`config.mk`:
```
export PLATFORM = sky130hd
export DESIGN_NAME = shr_seq
export DESIGN_NICKNAME = d
export VERILOG_FILES = /design/src/rtl/shr_pkg.sv /design/src/rtl/shr_step_cnt.sv /design/src/rtl/shr_seq.sv
export SDC_FILE = /design/constraint.sdc
export NUM_CORES = 1
export LEC_CHECK = 0
export CAP_MARGIN = 20
export CORE_MARGIN = 2
export CORE_UTILIZATION = 43
export DETAILED_ROUTE_END_ITERATION = 8
export GPL_ROUTABILITY_DRIVEN = 0
export GPL_TIMING_DRIVEN = 0
export HOLD_SLACK_MARGIN = 0.06
export PLACE_DENSITY_LB_ADDON = 0.2
export SYNTH_ARGS = -nofsm -noshare
export SYNTH_HDL_FRONTEND = slang
export SYNTH_HIERARCHICAL = 1
export SYNTH_SLANG_ARGS = --single-unit
```
`constraint.sdc`:
```
create_clock -name Clk -period 4.1 [get_ports Clk]
set_input_delay 0.615 -clock Clk [delete_from_list [all_inputs] [get_ports Clk]]
set_output_delay 0.615 -clock Clk [all_outputs]
set_load 0.01 [all_outputs]
```
`src/rtl/shr_pkg.sv`:
```
// Shared definitions for the sequential shift-right unit: state encodings and shift-count clamp.
package shr_pkg;

    localparam logic [1:0] ST_IDLE  = 2'd0;
    localparam logic [1:0] ST_SHIFT = 2'd1;
    localparam logic [1:0] ST_DONE  = 2'd2;

    typedef enum logic [1:0] {
        StIdle  = ST_IDLE,
        StShift = ST_SHIFT,
        StDone  = ST_DONE
    } state_e;

    // Compares the full-width amount, so any upper bit set selects the clamp.
    function automatic int unsigned clamp_amt(input logic [63:0] amt, input int unsigned width);
        if (amt >= 64'(width)) begin
            return width;
        end
        return amt[31:0];
    endfunction

endpackage

```
`src/rtl/shr_step_cnt.sv`:
```
// Loadable down-counter tracking the remaining single-bit shift steps.
module shr_step_cnt #(
    parameter int unsigned CNTW = 5
) (
    input  logic            Clk,
    input  logic            Rst,
    input  logic            load,
    input  logic [CNTW-1:0] load_val,
    input  logic            dec,
    output logic [CNTW-1:0] cnt,
    output logic            zero
);

    always_ff @(posedge Clk) begin
        if (!Rst) begin
            cnt <= '0;
        end else if (load) begin
            cnt <= load_val;
        end else if (dec) begin
            cnt <= cnt - CNTW'(1);
        end
    end

    assign zero = (cnt == '0);

endmodule

```
`src/rtl/shr_seq.sv`:
```
// Sequential shift-right unit, one bit per clock, valid/ready on both sides.
// Define SHR_ARITH_EN for arithmetic shift (sign fill captured at accept); logical otherwise.
module shr_seq
    import shr_pkg::*;
#(
    parameter int unsigned DATAWIDTH = 16,
    localparam int unsigned CNTW = $clog2(DATAWIDTH + 1)
) (
    input  logic                 Clk,
    input  logic                 Rst,
    input  logic [DATAWIDTH-1:0] a,
    input  logic [DATAWIDTH-1:0] sh_amt,
    input  logic                 in_valid,
    output logic                 in_ready,
    output logic [DATAWIDTH-1:0] d,
    output logic                 out_valid,
    input  logic                 out_ready
);

    state_e                state_q, state_d;
    logic [DATAWIDTH-1:0]  sreg_q, sreg_d;
    logic                  load, dec, zero, fill;
    logic [CNTW-1:0]       load_val;
    logic [CNTW-1:0]       unused_cnt;

    assign load_val = CNTW'(clamp_amt(64'(sh_amt), DATAWIDTH));

`ifdef SHR_ARITH_EN
    logic fill_q;

    always_ff @(posedge Clk) begin
        if (!Rst) begin
            fill_q <= 1'b0;
        end else if (load) begin
            fill_q <= a[DATAWIDTH-1];
        end
    end

    assign fill = fill_q;
`else
    assign fill = 1'b0;
`endif

    shr_step_cnt #(
        .CNTW(CNTW)
    ) u_cnt (
        .Clk      (Clk),
        .Rst      (Rst),
        .load     (load),
        .load_val (load_val),
        .dec      (dec),
        .cnt      (unused_cnt),
        .zero     (zero)
    );

    always_ff @(posedge Clk) begin
        if (!Rst) begin
            state_q <= StIdle;
            sreg_q  <= '0;
        end else begin
            state_q <= state_d;
            sreg_q  <= sreg_d;
        end
    end

    always_comb begin
        state_d = state_q;
        sreg_d  = sreg_q;
        load    = 1'b0;
        dec     = 1'b0;
        unique case (state_q)
            StIdle: begin
                if (in_valid) begin
                    sreg_d  = a;
                    load    = 1'b1;
                    state_d = StShift;
                end
            end
            StShift: begin
                if (zero) begin
                    state_d = StDone;
                end else begin
                    sreg_d = {fill, sreg_q[DATAWIDTH-1:1]};
                    dec    = 1'b1;
                end
            end
            StDone: begin
                if (out_ready) begin
                    state_d = StIdle;
                end
            end
            default: state_d = StIdle;
        endcase
    end

    assign in_ready  = (state_q == StIdle);
    assign out_valid = (state_q == StDone);
    assign d         = sreg_q;

endmodule

```
======== After elaboration in Yosys (flattened, before gate mapping) ========
Cells that the tools add are included.
cells by class
  bitwise gates (word level) .............. 0
  magnitude comparators ................... 1
  div/mod/pow operators ................... 0
  $add $sub $neg .......................... 1
  multipliers ............................. 0
  shift operators ......................... 0
  equal/unequal tests ..................... 6
  muxes and demuxes ....................... 16
  reduce and logical (&&, ||, !) cells .... 6
operators by type and width
  kind                                                  number
  two-way mux 16 bit                                    2
  case mux 16 bit (2 select lines)                      1
  two-way mux 5 bit                                     4
  >= comparator 16 x 5 -> 1 bit, second input constant  1
  two-way mux 2 bit                                     3
  case mux 2 bit (3 select lines)                       1
  AND reduction 3 bit                                   2
  logical NOT 5 bit                                     1
  two-way mux 1 bit                                     5
  subtractor 5 x 1 -> 5 bit, second input constant      1
  != test 2 x 1 -> 1 bit, second input constant         2
  != test 2 bit, second input constant                  2
  nonzero test 2 bit                                    2
  == test 2 x 1 -> 1 bit, second input constant         1
  == test 2 bit, second input constant                  1
  logical NOT 2 bit                                     1
word-level totals
  input port bits ......................... 36
  word-level logic and storage cells ...... 33
  register bits ........................... 23
  output and inout port bits .............. 18
  latch bits .............................. 0
  bits in writable memories ............... 0
  bits in read-only memories .............. 0
  memories ................................ 0

======== Depth between registers and ports, before layout ========
  depth after elaboration ................. 5
  gate-level depth with buffers ........... 10
  mapped depth without buffers ............ 9

======== Hierarchy ========
The synthesis kept the hierarchy.
by module, submodules not included
  module        area each (sq um)  sequential area each (sq um)  instances  cells each
  shr_seq       873.3              360.3                         1          84
  shr_step_cnt  261.5              100.1                         1          30

======== Worst setup path before layout ========
No wires, ideal clock.
  path type ............................... reg2reg
  start point ............................. register u_cnt.cnt[0]
  end point ............................... register u_cnt.cnt[3]
  arrival ................................. 1,951 ps
  period minus slack after synthesis ...... 2,073 ps
  slack ................................... 2,027 ps
  library setup time ...................... 122 ps
  required time ........................... 3,978 ps
  path buffers ............................ 1
  cell stages (with the launch flop) ...... 11
  cell sequence ........................... dfxtp_1 > inv_1 > ha_1 > nor4b_1 > nor2_1 > nand2_1 > clkbuf_1 > inv_1 > nor4b_2 > xnor2_1 > a21oi_1
on the way
  cells in the longest elaborated chain, start to end .. 4
  elaborated cells on any way between the ends .. 7
  classes of those cells .................. add/sub: 1; mux: 4; reduce/logical: 2
ends and longest elaborated chain
  what                                 line                source
  start: declaration                   shr_step_cnt.sv:10  output logic [CNTW-1:0] cnt,
  start signal: assignment             shr_step_cnt.sv:18  cnt <= load_val;
  start signal: assignment             shr_step_cnt.sv:20  cnt <= cnt - CNTW'(1);
  logical NOT 5 bit                    shr_step_cnt.sv:24  assign zero = (cnt == '0);
  via zero                             shr_seq.sv:22       logic load, dec, zero, fill;
  two-way mux 1 bit                    shr_seq.sv:80       if (zero) begin
  two-way mux 1 bit                    shr_seq.sv:71       unique case (state_q)
  via dec                              shr_seq.sv:22
  nonzero test 2 bit (no source line)  n/a
The timed path passes the listed nets, and every way through them passes these cells. The select of a mux whose other input is x is not followed.
A chain may end at the register's enable or synchronous reset.

======== Final worst setup path ========
Same ends and word-level chain as after synthesis.

==> results by group <==
Run status
  – Outcome: complete, no violations

Global routing
  – All-Layer GR Usage: 0.1824
  – Overflow after GRT: 0
  – Pin count of the biggest net entering global routing: 14
  – Initial antenna violation count: 0
  – First-pass GRT wire length: 4609 um
  – Number of global-route vias before repair: 1,025

Critical path
  – Crit path DAT: 2.79 ns
  – Worst setup SP type: flop
  – Crit path max fanout: 10
  – Worst Path Class, Setup: reg2reg
  – CP required: 4.31 ns
  – Endpoint type of the worst setup path: flop

STA
  – Clock Skews: 0.0009555 ns
  – Setup_tns: 0 ns
  – Max Clock Freq: 387.2 MHz
  – Final period utilization: 0.6299
  – Final min period: 2.583 ns
  – Final setup fails: 0
  – Hold Fails Final Rpt: 0
  – Worst slew pin tran: 0.6680 ns
  – Slew HR: 0.5484
  – RSZ-0062 raised after global routing: no
  – Pins Over Slew Limit: 0

Place
  – DP HPWL: 2090 um
  – Port Buf Inserts: 53
  – Placed Area: 1703 um^2

Logic synthesis
  – Synth Warn #: 6
  – Top_reg_cell synth: dfxtp_1
  – Post-Syn Instances: 114
  – Post-Syn Area: 1135 um^2
  – Cell taking the most area after synthesis: dfxtp_1
  – Adder-Cell Fraction of Synth Area: 0.01103
  – Yosys reg bits: 23
  – Post-synth ARST share: 0
  – Post-Synth XOR/XNOR Area: 0.02315
  – Syn_nets: 151
  – Largest family of logic cells by synthesized area: compound AO/OA/AOI/OAI gates
  – Largest cells by area after synthesis: dfxtp_1, o221a_2, o21a_1
  – Post-synth top area share: 0.4057
  – Synth top cells by count: dfxtp_1, o21a_1, o221a_2
  – Synth cell types: 35
  – Post-synth EDFFs: 0
  – Post-synthesis sequential area ratio: 0.4057
  – Synth Area per Inst: 9.955 um^2
  – Synth Area in Simple Gates: 0.1610
  – Compound-cell area share of the yosys netlist: 0.3319
  – Mux share of post-synthesis cell area: 0
  – Most numerous cell in the Yosys netlist: dfxtp_1

Clock network
  – CTS clk-pin slew, worst paths: 0.13 ns
  – Skew-Pair Late Insertion Delay: 0.31 ns
  – CTS resizes: 0
  – CTS root buf: clkbuf_4
  – Max Root-Sink Buffers: 2
  – CTS buffer count: 3
  – Setup bufs post-CTS: 0
  – Clk sinks: 23
  – Hold-fix buffers, CTS: 0
  – Htree depth: 1
  – CTS tree: yes

Detailed routing
  – Wire per inst: 13.64 um
  – Drt pass-1 iters: 4
  – DRT Wirelength: 2741 um
  – Via count: 1,096
  – Post-route ant nets: 0
  – Iteration-0 DRC count of the detailed router: 39
  – Via density: 5.453
  – Drt drc: 0

Power and ir drop
  – PD cells: 355.4 nW/um^2
  – Maximum VDD drop: 0.2238 mV
  – Leakage: 0.6474 nW

Die
  – Core box area: 2500 um^2
  – Die Footprint: 3066 um^2
  – I/O Pins: 54
  – Chip Width: 55.37 um
  – Row cnt: 18
  – Die height: 55.37 um
  – Starting Density: 0.4540

Min path
  – Hold Path Class: reg2reg

Finish
  – Antenna diodes: 0
  – P&R area growth vs syn: 52.48%
  – FILL cells: 205
  – Layout Nets: 209
  – Post-route cell area: 1730 um^2
  – Fraction of layout cells with a size suffix above 1: 0.1579

Job
  – Max cap viols: 0
cell usage in the layout (no fill, tap or decap), types with 2 or more instances in the layout:
cell type and n:
and2_1 6, nand2_1 6, buf_6 2, xnor2_1 2, o221a_2 15, a21boi_0 2, clkbuf_1 3, o21ai_0 3
inv_1 5, nor2_1 3, a21oi_1 3, clkdlybuf4s50_1 53, nand2b_1 3, clkbuf_4 3, o21a_1 15, dfxtp_1 23
nor4_1 3
path summary, 6_finish.rpt:
check / cells past startpoint / from / end / slack [ns]
max: 10 / u_cnt/cnt[0] / u_cnt/cnt[3] / 1.52
min: 2 / d[15] / d[15] / 0.52
max reg2reg: 10 / u_cnt/cnt[0] / u_cnt/cnt[3] / 1.52
min reg2reg: 2 / d[15] / d[15] / 0.52
critical path, stage by stage, from the launching register on:
cell	delay [ns]
dfxtp_1	0.36
inv_1	0.07
ha_1	0.15
nor4b_1	0.56
nor2_1	0.08
nand2_1	0.24
clkbuf_1	0.40
inv_1	0.19
nor4b_2	0.21
xnor2_1	0.14
a21oi_1	0.08
sequential cells by signal (all words and copies together), names as in the netlist:
name,flops
state_q,2
u_cnt/cnt,5
d,16
cell families after synthesis:
kind of cell	after synthesis
xor gates and xnor gates	3
DFF	23
AOI/OAI and AO/OA	45
buffers and inverters	13
adders and majority gates	1
and+or+nand+nor	29
per-stage QoR:
step	hold WS, ns	instances	total power [mW]	utilization	setup slack [ns]
4_1_cts	0.5136	201	0.6204	0.6922	1.556
3_5_place_dp	0.4938	197	0.5149	0.6812	1.568
2_1_floorplan	0.4694	114	0.4029	-	2.027
6_report	0.5218	201	0.6150	0.6922	1.517
3_3_place_gp	0.4848	197	0.5084	0.6812	1.629
5_1_grt	0.5391	201	0.6555	0.6922	1.240
layout make-up:
| cell class | count | area [um^2] | share of cell area |
|---|---|---|---|
| repair buffers | 53 | 530.5 | 0.3066 |
| clock buffers | 3 | 22.52 | 0.01302 |
| multi-input cells | 78 | 598.1 | 0.3456 |
| flip-flops and latches | 23 | 460.4 | 0.2661 |
| clock inverters | 1 | 5.005 | 0.002892 |
| well taps | 30 | 37.54 | 0.02169 |
| inverters | 6 | 22.52 | 0.01302 |
| plain buffers | 7 | 53.80 | 0.03109 |
where the power goes:
part	internal [mW]	total (mW)	switching, mW
sequential	0.257	0.286	0.0289
clock	0.0364	0.105	0.0684
combinational	0.137	0.224	0.0874
layer usage:
metal | track usage | wire (um) | up-vias
li1 | - | - | 541
met1 | 0.2309 | 1176 | 516
met2 | 0.3095 | 1394 | 37
met3 | 0.03981 | 155 | 2
met4 | 0.05226 | 15 | 0
met5 | 0 | 0 | -
Power figures use the tool's default switching activity.
